**src/rtl/pipe_pkg.sv**
```systemverilog
// rtl/pipe_pkg.sv - shared constants for the pipeline stage registers
package pipe_pkg;

  localparam logic [31:0] NOP_INSTR        = 32'h0000_0000;
  localparam logic [31:0] RESET_PC_DEFAULT = 32'h0000_3000;

  localparam int EXC_NONE = 0;
  localparam int EXC_INT  = 0;
  localparam int EXC_ADEL = 4;
  localparam int EXC_ADES = 5;
  localparam int EXC_RI   = 10;
  localparam int EXC_OV   = 12;

endpackage

```
**src/rtl/en_clr_reg.sv**
```systemverilog
// rtl/en_clr_reg.sv - register with sync active-low reset, sync clear and load enable
module en_clr_reg #(
  parameter int               WIDTH   = 1,
  parameter logic [WIDTH-1:0] RST_VAL = '0,
  parameter logic [WIDTH-1:0] CLR_VAL = '0
) (
  input  logic             clk,
  input  logic             resetn,
  input  logic             clr,
  input  logic             en,
  input  logic [WIDTH-1:0] d,
  output logic [WIDTH-1:0] q
);

  logic [WIDTH-1:0] r_q;

  always_ff @(posedge clk) begin
    if (!resetn)  r_q <= RST_VAL;
    else if (clr) r_q <= CLR_VAL;
    else if (en)  r_q <= d;
  end

  assign q = r_q;

endmodule

```
**src/rtl/pipe_stage_reg.sv**
```systemverilog
// rtl/pipe_stage_reg.sv - inter-stage pipeline register with stall and flush
// Optional stall/bubble counters are built when PIPE_STAGE_PERF_EN is defined.
module pipe_stage_reg
  import pipe_pkg::*;
#(
  parameter int          PAYLOAD_W        = 32,
  parameter int          EXC_W            = 5,
  parameter bit          KEEP_PC_ON_FLUSH = 1'b1,
  parameter logic [31:0] RESET_PC         = RESET_PC_DEFAULT
) (
  input  logic                 clk,
  input  logic                 reset,
  input  logic                 EN,
  input  logic                 flush,
  input  logic [31:0]          Instr,
  input  logic [31:0]          pc,
  input  logic                 valid,
  input  logic                 bd,
  input  logic [EXC_W-1:0]     exc,
  input  logic [PAYLOAD_W-1:0] payload,
  output logic [31:0]          Instr_out,
  output logic [31:0]          pc_out,
  output logic                 valid_out,
  output logic                 bd_out,
  output logic [EXC_W-1:0]     exc_out,
  output logic [PAYLOAD_W-1:0] payload_out,
  output logic                 bubble_out
`ifdef PIPE_STAGE_PERF_EN
  ,
  output logic [31:0]          stall_cnt,
  output logic [31:0]          bubble_cnt
`endif
);

  localparam int DATA_W = 32 + 1 + EXC_W + PAYLOAD_W;
  localparam logic [DATA_W-1:0] DATA_ZERO =
    {NOP_INSTR, 1'b0, EXC_W'(EXC_NONE), {PAYLOAD_W{1'b0}}};

  // bd, pc and bubble still load on a flush, so flush acts as a load for them
  logic              w_load;
  logic              w_pc_clr;
  logic [DATA_W-1:0] w_data_d;
  logic [DATA_W-1:0] w_data_q;

  assign w_load   = EN | flush;
  assign w_pc_clr = flush & ~KEEP_PC_ON_FLUSH;
  assign w_data_d = {Instr, valid, exc, payload};

  en_clr_reg #(.WIDTH(DATA_W), .RST_VAL(DATA_ZERO), .CLR_VAL(DATA_ZERO)) u_data (
    .clk(clk), .resetn(reset), .clr(flush), .en(EN), .d(w_data_d), .q(w_data_q)
  );

  en_clr_reg #(.WIDTH(32), .RST_VAL(RESET_PC), .CLR_VAL(32'h0)) u_pc (
    .clk(clk), .resetn(reset), .clr(w_pc_clr), .en(w_load), .d(pc), .q(pc_out)
  );

  en_clr_reg #(.WIDTH(1), .RST_VAL(1'b0), .CLR_VAL(1'b0)) u_bd (
    .clk(clk), .resetn(reset), .clr(1'b0), .en(w_load), .d(bd), .q(bd_out)
  );

  en_clr_reg #(.WIDTH(1), .RST_VAL(1'b0), .CLR_VAL(1'b0)) u_bubble (
    .clk(clk), .resetn(reset), .clr(1'b0), .en(w_load), .d(flush), .q(bubble_out)
  );

  assign {Instr_out, valid_out, exc_out, payload_out} = w_data_q;

`ifdef PIPE_STAGE_PERF_EN
  logic [31:0] r_stall_cnt;
  logic [31:0] r_bubble_cnt;

  always_ff @(posedge clk) begin
    if (!reset) begin
      r_stall_cnt  <= '0;
      r_bubble_cnt <= '0;
    end else if (flush) begin
      r_bubble_cnt <= r_bubble_cnt + 32'd1;
    end else if (!EN) begin
      r_stall_cnt  <= r_stall_cnt + 32'd1;
    end
  end

  assign stall_cnt  = r_stall_cnt;
  assign bubble_cnt = r_bubble_cnt;
`endif

endmodule

```
**config.mk**
```make
export PLATFORM = sky130hd
export DESIGN_NAME = pipe_stage_reg
export DESIGN_NICKNAME = d
export VERILOG_FILES = /design/src/rtl/pipe_pkg.sv /design/src/rtl/en_clr_reg.sv /design/src/rtl/pipe_stage_reg.sv
export SDC_FILE = /design/constraint.sdc
export NUM_CORES = 1
export LEC_CHECK = 0
export CAP_MARGIN = 20
export CORE_MARGIN = 4
export CORE_UTILIZATION = 39
export CTS_CLUSTER_SIZE = 30
export DETAILED_ROUTE_END_ITERATION = 10
export GPL_TIMING_DRIVEN = 0
export PLACE_DENSITY = 0.84
export SKIP_LAST_GASP = 1
export SYNTH_ARGS = -nofsm -noshare
export SYNTH_HDL_FRONTEND = slang
export SYNTH_SLANG_ARGS = --single-unit
```
**constraint.sdc**
```tcl
create_clock -name clk -period 1.4 [get_ports clk]
set_clock_uncertainty 0.05 [all_clocks]
set_input_delay 0.42 -clock clk [delete_from_list [all_inputs] [get_ports clk]]
set_output_delay 0.42 -clock clk [all_outputs]
set_load 0.01 [all_outputs]
```
### After elaboration in Yosys (flattened, before gate mapping)

Cells that the tools add are included.

* bits in latches: 0
* ROM bits: 0
* output and inout bits: 104
* word-level logic and storage cells: 7
* bits of input ports: 107
* bits in registers: 104
* memories: 0
* memory bits (writable): 0

* $add $sub $neg: 0
* bitwise gates (word level): 2
* shift-type cells: 0
* $mul: 0
* mux-type cells: 0
* order comparisons: 0
* reductions and logical operators: 1
* div/mod/pow operators: 0
* equal/unequal tests: 0

Operators with widths (number)
* $reduce_or 2->1: 1
* $not 1->1: 1
* $or 1x1->1: 1

### Longest topological paths before layout

* word-level depth: 2
* mapped depth: 5
* gate-level depth less buffers: 2

### By module

A second synthesis with hierarchy kept.

* cells, all modules: 339
* area, all modules: 3797.4 µm²

By module, submodules not included
* en_clr_reg (u_data): sequential area each 1401.3 µm², area each 2526.2 µm², cells an instance 227, times used 1
* en_clr_reg (u_pc): sequential area each 640.6 µm², area each 1176.1 µm², cells an instance 104, times used 1
* en_clr_reg (u_bd ...): sequential area each 20.0 µm², area each 42.5 µm², cells an instance 3, times used 2
* pipe_stage_reg: sequential area each 0.0 µm², area each 10.0 µm², cells an instance 2, times used 1

### Worst setup path after synthesis

Ideal clock, no wire load.

* path kind: input to register
* start point: input EN
* end point: register u_pc.r_q[12], in the netlist u_pc.q[12]
* path buffers: 3
* arrival time: 1040 ps
* cell stages on the path: 5
* path slack: 183 ps
* data required time: 1223 ps
* library setup time: 127 ps
* path through: buf_6 -> buf_6 -> buf_6 -> o21ai_1 -> o211ai_2

* word-level cells in the longest chain between the ends: 1

Ends and longest elaborated chain
* from (decl): RTL line pipe_stage_reg.sv:13 `input logic EN,`
* $or 1x1->1: RTL line pipe_stage_reg.sv:45 `assign w_load = EN | flush;`
* to (signal assigned): RTL line en_clr_reg.sv:18 `if (!resetn) r_q <= RST_VAL;`
* to (signal assigned): RTL line en_clr_reg.sv:19 `else if (clr) r_q <= CLR_VAL;`
* to (signal assigned): RTL line en_clr_reg.sv:20 `else if (en) r_q <= d;`
* to (decl): RTL line en_clr_reg.sv:15 `logic [WIDTH-1:0] r_q;`

Every way passes these cells.
A chain may end at the register's enable or synchronous reset.

### Final worst setup path

* start point: register u_data.r_q[18], in the netlist u_data.q[18]
* end point: output payload_out[18]

RTL lines
* from (decl): RTL line en_clr_reg.sv:15
* from (signal assigned): RTL line en_clr_reg.sv:18
* from (signal assigned): RTL line en_clr_reg.sv:19
* from (signal assigned): RTL line en_clr_reg.sv:20
* to (decl): RTL line pipe_stage_reg.sv:26 `output logic [PAYLOAD_W-1:0] payload_out,`

No word-level cell between the ends.

==> results.md <==
- The run finished with clean final reports.
- Setup repair after global routing left no endpoint under its margin.
- The final-stage net count is 723.
- At the pin with the least slew margin, the transition time is 495.0 ps.
- Derived from the worst setup path, the maximum achievable clock frequency is 0.7586 GHz.
- Input and output buffers added on the ports amount to 208.
- The worst setup timing slack at the placement stage is -355.5 ps.
- Detailed placement ended at an HPWL of 9149 µm.
- The worst setup path is launched from a flip-flop.
- Per report_power, the combinational group accounts for 17.3% of the total.
- The number of antenna violations at the first check in global routing is 0.
- The detailed router finished its first iteration with 157 violations.
- The number of global-route vias before repair is 3700.
- The number of pins with negative max-slew slack in the final report is 0.
- Entering global routing, the biggest net connects 19 pins.
- The floorplan has 36 rows.
- The total count of hold-check failures in the final report is 0.
- The average footprint of a synthesized cell is 10.24 µm².
- The area growth from synthesis to layout is 55.11%.
- The endpoint arrival time on the critical path is approximately 850 ps.
- The aggregate global-route resource usage is 19.93%.
- The clock network burns 29.2% of the power.
- The number of flops mapped to enable cells by yosys is 0.
- The total overflow left after global routing is 0.
- The end-of-flow core utilization is 61.93%.
- In the final layout, the multi-input gates occupy roughly 1600 µm².
- The via count is 3621.
- After synthesis, flip-flops and latches occupy 53.35% of the total area.
- The kind of critical path is reg -> out.
- Together, buffers and inverters on the worst path number 1.
- The peak ir drop on the vdd network is 0.6574 mV.
- The worst hold path belongs to the class in -> reg.
- The gate count of the mapped netlist is ~380.
- The number of buffers created by CTS is 9.
- Summing every instance area after synthesis gives between 3000 and 4000 µm².
- Among all flip-flop cells after synthesis, the most frequent one is dfxtp_1.
- The wire length per cell is around 16 µm.
- The critical-path cell with the highest stage delay is dfxtp_1.
- The internal power of the cells totals around 4400 µW.
- The number of vias per cell after detailed routing is 4.802.
- From left edge to right edge, the die measures 108.0 µm.
- In this run the worst path has a maximum fanout of 2.
- The sequential fraction of design power is between 50 and 60%.
- The post-route netlist has 42.35% of its cells at a drive strength greater than 1.
- Of all flip-flops after synthesis, the portion carrying an async set or reset was 0%.
- The H-tree was split into 3 levels.
- The synthesized netlist contains 19 unique library cells.
- For this run, design rule violations remaining after detail routing come to 0.
- The required time of the critical path is a little over 900 ps.
- The total power is 5925 µW.
- Measured against its own limit, the worst slew margin works out to between 60% and 70%.
- The leakage power is 0.002802 µW.
- The switching power is around 1600 µW.
- Setup violations remaining at the end of the flow were counted as 0.
- TritonCTS built the clock tree.
- The minimum clock period is 1318 ps.
- Routability-driven placement finished with a final weighted congestion of 0.8049.
- The clock transition at the register clock pins on the worst setup and hold paths after CTS is 90 ps.
- In this run, synthesis produced a sequential element count of roughly 100.
- The pre-antenna-repair detailed-routing pass consisted of 4 iterations.
- The number of antenna diodes in the final layout is 0.
- During I/O placement, the number of pins put on the boundary was between 200 and 250.
- The region available for standard cell placement spans 9774 µm².
- The number of buffers added to fix hold violations after cts is 0.
- The nature of the critical path endpoint is an output pin.
- For this design the ratio of total power to cell area is around 980 nW/µm².
- Summed over all layers, the routed wires come to roughly 12000 µm.
- The root cell of the clock tree is clkbuf_8.
- The clock insertion delay at the later pin of the skew report is 350 ps.
- Setup slack on the critical path of the routed design comes to 81.81 ps.
- In the final layout, flip-flops and latches occupy between 2000 and 2500 µm².
- The final worst-path cycle share is 94.16%.
- The clock passes through at most 2 buffers.
- The net count after synthesis is 488.
- The clock net in this run drives a total of 104 sinks.
- The floorplan step set the die height to approximately 110 µm.
- The number of warnings issued by yosys is 0.
- The tool flagged a number of max-cap violations equal to 0.
- The largest single stage delay on the critical path is 350 ps.
- The residual antenna-violating net count after detailed routing is 0.
- Fill cells in the final layout number 892.
- The fraction of power spent switching nets is a little over a quarter.
- For this configuration, the core starts out at a cell density of 39.93%.
- The die area is 11670 µm².
- The cell family with the largest share of critical-path delay is flip-flops.
- The first global-routing pass estimated about 18000 µm of wire.
- Traced cell by cell, the critical path runs through buf_2.
==> final cells by class <==
class                   instances  share of cell area, %
plain buffers                  34                  4.196
clock buffers                  10                  2.108
inverters                       2                 0.1240
multi-input cells             241                  25.92
flip-flops and latches        104                  36.21
repair buffers                224                  27.82
clock inverters                 6                 0.8681
well taps                     133                  2.749
==> cells in the final DEF (no fill, tap or decap), types with 6 or more instances in the layout <==
cell / instances
o211ai_1: 31
buf_4: 18
clkbuf_8: 9
dfxtp_1: 16
mux2i_1: 70
buf_2: 114
o21ai_2: 8
buf_6: 13
o21ai_1: 23
clkbuf_1: 6
nor2_1: 70
nand2_1: 31
clkdlybuf4s50_1: 103
dfxtp_2: 88
==> tightest hold or removal path, stage by stage <==
cell	delay, ps
buf_6	90
or2_4	150
o21ai_1	70
==> sequential cells by signal, summed over array words and instances, names as in the netlist <==
name	flops
u_bubble.q	1
u_bd.q	1
u_data.q	70
u_pc.q	32
==> kinds of logic after synthesis <==
family	count (synthesis)	share of synthesized area (%)
mux	70	17.95
buf+inv	36	6.444
simple gates	104	10.45
compound gates	67	11.80
flops	104	53.35
==> power by group through the flow <==
stage,sequential (µW),combinational [µW],clock (µW)
finish,3170,1020,1730
CTS,3170,1040,1790
floorplan,3280,394,0
global route,3190,1100,1930
global placement,3220,1080,0
detailed placement,3220,1110,0
==> metal layers <==
layer | routed length [µm] | part of all wire [%] | vias up | track usage, %
met5 | 0 | 0 | - | 0
met4 | 347 | 2.9 | 0 | 7.755
met3 | 986 | 8.1 | 24 | 6.806
met2 | 5992 | 49 | 154 | 34.68
met1 | 4812 | 40 | 1673 | 22.42
li1 | - | - | 1770 | -
==> cells in the mapped netlist, types with 2 or more instances <==
master | n | share of area [%]
o21ai_2 | 8 | 1.8
clkbuf_1 | 6 | 0.58
o21ai_0 | 2 | 0.26
o211ai_2 | 2 | 0.64
buf_6 | 12 | 3.5
buf_2 | 12 | 1.5
buf_4 | 3 | 0.58
mux2i_1 | 70 | 18
dfxtp_1 | 104 | 53
o21ai_1 | 23 | 2.9
nor2_1 | 70 | 6.7
o211ai_1 | 31 | 6.0
nand2_1 | 31 | 3.0
inv_1 | 2 | 0.19
==> metrics by stage <==
stage                     instances  TNS [ps]  cell area (µm²)  hold WS [ps]
after floorplan                 381         0             3902         422.6
after global placement          722    -20590             6151         385.4
after detailed placement        722    -23760             6151         390.2
after CTS                       748    -30.27             6176         358.5
after global routing            754         0             6053         370.8
final                           754         0             6053         371.2
==> final timing paths <==
path	from	to	slack [ps]	cells past startpoint
hold / removal	EN	u_pc.q[26]$_SDFFE_PN0P_	370	3
hold reg to reg	u_pc.q[7]$_SDFFE_PN0P_	u_pc.q[7]$_SDFFE_PN0P_	400	2
setup reg to reg	u_data.q[21]$_SDFFE_PP0P_	u_data.q[21]$_SDFFE_PP0P_	590	3
setup / recovery	u_data.q[18]$_SDFFE_PP0P_	payload_out[18]	80	1
==> what timing repair did <==
item | 4_1_cts | 5_1_grt
resized for setup | 468 | 42
setup endpoints to repair | 104 | 57
endpoints found under the hold margin | 0 | 0
pin swaps | 0 | 0
buffers inserted | 10 | 6
(Power assumes the default switching activity.)
==> patch, RTL diff (same flow settings) <==
Change the parameter `PAYLOAD_W` from 32 to 28.
--- a/src/rtl/pipe_stage_reg.sv
+++ b/src/rtl/pipe_stage_reg.sv
@@ -3,7 +3,7 @@
 module pipe_stage_reg
   import pipe_pkg::*;
 #(
-  parameter int          PAYLOAD_W        = 32,
+  parameter int          PAYLOAD_W        = 28,
   parameter int          EXC_W            = 5,
   parameter bit          KEEP_PC_ON_FLUSH = 1'b1,
   parameter logic [31:0] RESET_PC         = RESET_PC_DEFAULT
Interface: changed (resized payload and payload_out); port bits go from 211 to 203. The function was not compared with the original's and may differ.
==> patch against the original RTL <==
Final area shrank 3.7%. Power is 4.2% lower. Worst setup slack got worse by 0.060 ns. Synthesized cell count decreased by 3.7%. Routed wire length is 8.9% lower. Area after synthesis decreased by 4.2%. Sequential share of layout area decreased by 0.37 points. Sequential cell count fell by 4. Critical endpoint is now payload_out[15]. Highest routed layer unchanged. Largest cell class unchanged.
==> patch: results (changes against the original RTL) <==
[place]
place_ws_ns = -0.422  ; -0.0666 ns
numPortBuffers = 201  ; -3.4%
dp_hpwl_um = 8460  ; -7.5%
placement.cell_area_um2 = 5910  ; -3.9%
place_congestion = 0.765  ; -4.9%

[route]
route.vias.total = 3400  ; -6.1%
dr.first_iter.drc_count = 66  ; -58%
detailroute.wirelength.met3_um = 851  ; -14%
met2RoutedLength_um = 5480  ; -8.6%
drt-met1-wl_um = 4450  ; -7.6%
drt_wl_total_um = 11100  ; -8.9%

[critical_path]
cp_slowest_cell = dfxtp_2
ff2ff_path_depth = 2  ; -1
setup_crit_end = payload_out[15]
startpoint = u_data.q[15]
worstPathArrival_ns = 0.91  ; +0.06 ns
critical_path.reg2reg.startpoint = u_bubble.q
worst-r2r-setup-slack_ns = 0.66  ; +0.07 ns
path_max_fanout = 2  ; unchanged
timing.rr.end = u_bubble.q
critical-path-max-stage-delay_ns = 0.35  ; about the same

[grt]
global_route.usage.met2_pct = 33.5  ; -1.2 points
grtUsageMet1_pct = 21.4  ; -1.0 points
grt_start_max_net_pins = 17  ; -2
grt_use_met3_pct = 5.83  ; -0.98 points
grt_first_pass_wirelength_um = 17400  ; -4.9%
gr_util_all_layers_pct = 19.0  ; -0.97 points
grt_pass1_vias = 3496  ; -5.5%

[yosys]
synthArstFlopShare_pct = 0  ; unchanged
ys_types = 16  ; -3
synth_enable_flop_cells = 0  ; unchanged
synth.net_count = 470  ; -3.7%
synth-compound-area-share_pct = 11.5  ; -0.29 points
netlist_top_cells_area = dfxtp_1, mux2i_1, nor2_1
synth_warnings = 0  ; unchanged
ys_seq_area_share_pct = 53.5  ; +0.18 points
synth.area.mux_share_pct = 17.7  ; -0.29 points
netlist_top_cells_count = dfxtp_1, mux2i_1, nor2_1

[power_and_ir_drop]
comb-power_uw = 977  ; -4%
swShare_pct = 25.2  ; -1.3 points
power.ir.vdd_worst_mv = 0.503  ; -23%
leakage_uw = 0.00261  ; -6.8%
powerClk_uw = 1650  ; -5%
net_switching_uw = 1430  ; -9.0%

[timing]
hold_slack_ns = 0.296  ; -0.0750 ns
timing_worst_slew_pin_value_ns = 0.459  ; -0.0359 ns
setup_slack_of_the_critical_path_after_layout_ns = 0.0214  ; -0.0604 ns

[clock_network]
postcts_setup_bufs = 0  ; -10
root_buffer = clkbuf_8

[worst_hold_path]
hold-path-endpoint = u_pc.q[12]
worstHoldPathCells = 3  ; unchanged
timing.hold.worst.start = flush

[finish]
diodes = 0  ; unchanged
largest_register_ffs = 66  ; -5.7%
nets = 683  ; -5.5%
drive_above_1_share_pct = 37.6  ; -4.7 points

[status]
status = finished clean

[patch: cell types whose count changed after synthesis]
cell | before | now
o21ai_1 | 23 | 33
o21ai_2 | 8 | 0
dfxtp_1 | 104 | 100
mux2i_1 | 70 | 66
nor2_1 | 70 | 66
buf_4 | 3 | 6
clkbuf_1 | 6 | 3
o21ai_0 | 2 | 0
buf_1 | 1 | 0
buf_2 | 12 | 11
[patch: final cells by class]
class	instances	area, um2
multi-input combinational	233	1490
inverter	2	7.51
buffer	32	292
clock buffer	11	141
timing repair buffer	202	1610
tap	129	161
fill	787	3450
clock inverter	5	37.5
sequential	100	2090
[patch: stage by stage]
step                      std cells  utilization, %
after floorplan                 367               -
after global placement          697            63.7
after detailed placement        697            63.7
after CTS                       713            64.2
after global routing            714            62.8
final                           714            62.8
[patch: cell families after synthesis]
kind of cell	Yosys count
flops	100
simple gates	100
mux	66
buf+inv	34
compound gates	67
[patch: timing repair]
item                       in CTS  in global routing
gates cloned                    0                  1
resized for setup             410                 65
setup endpoints to repair     119                128
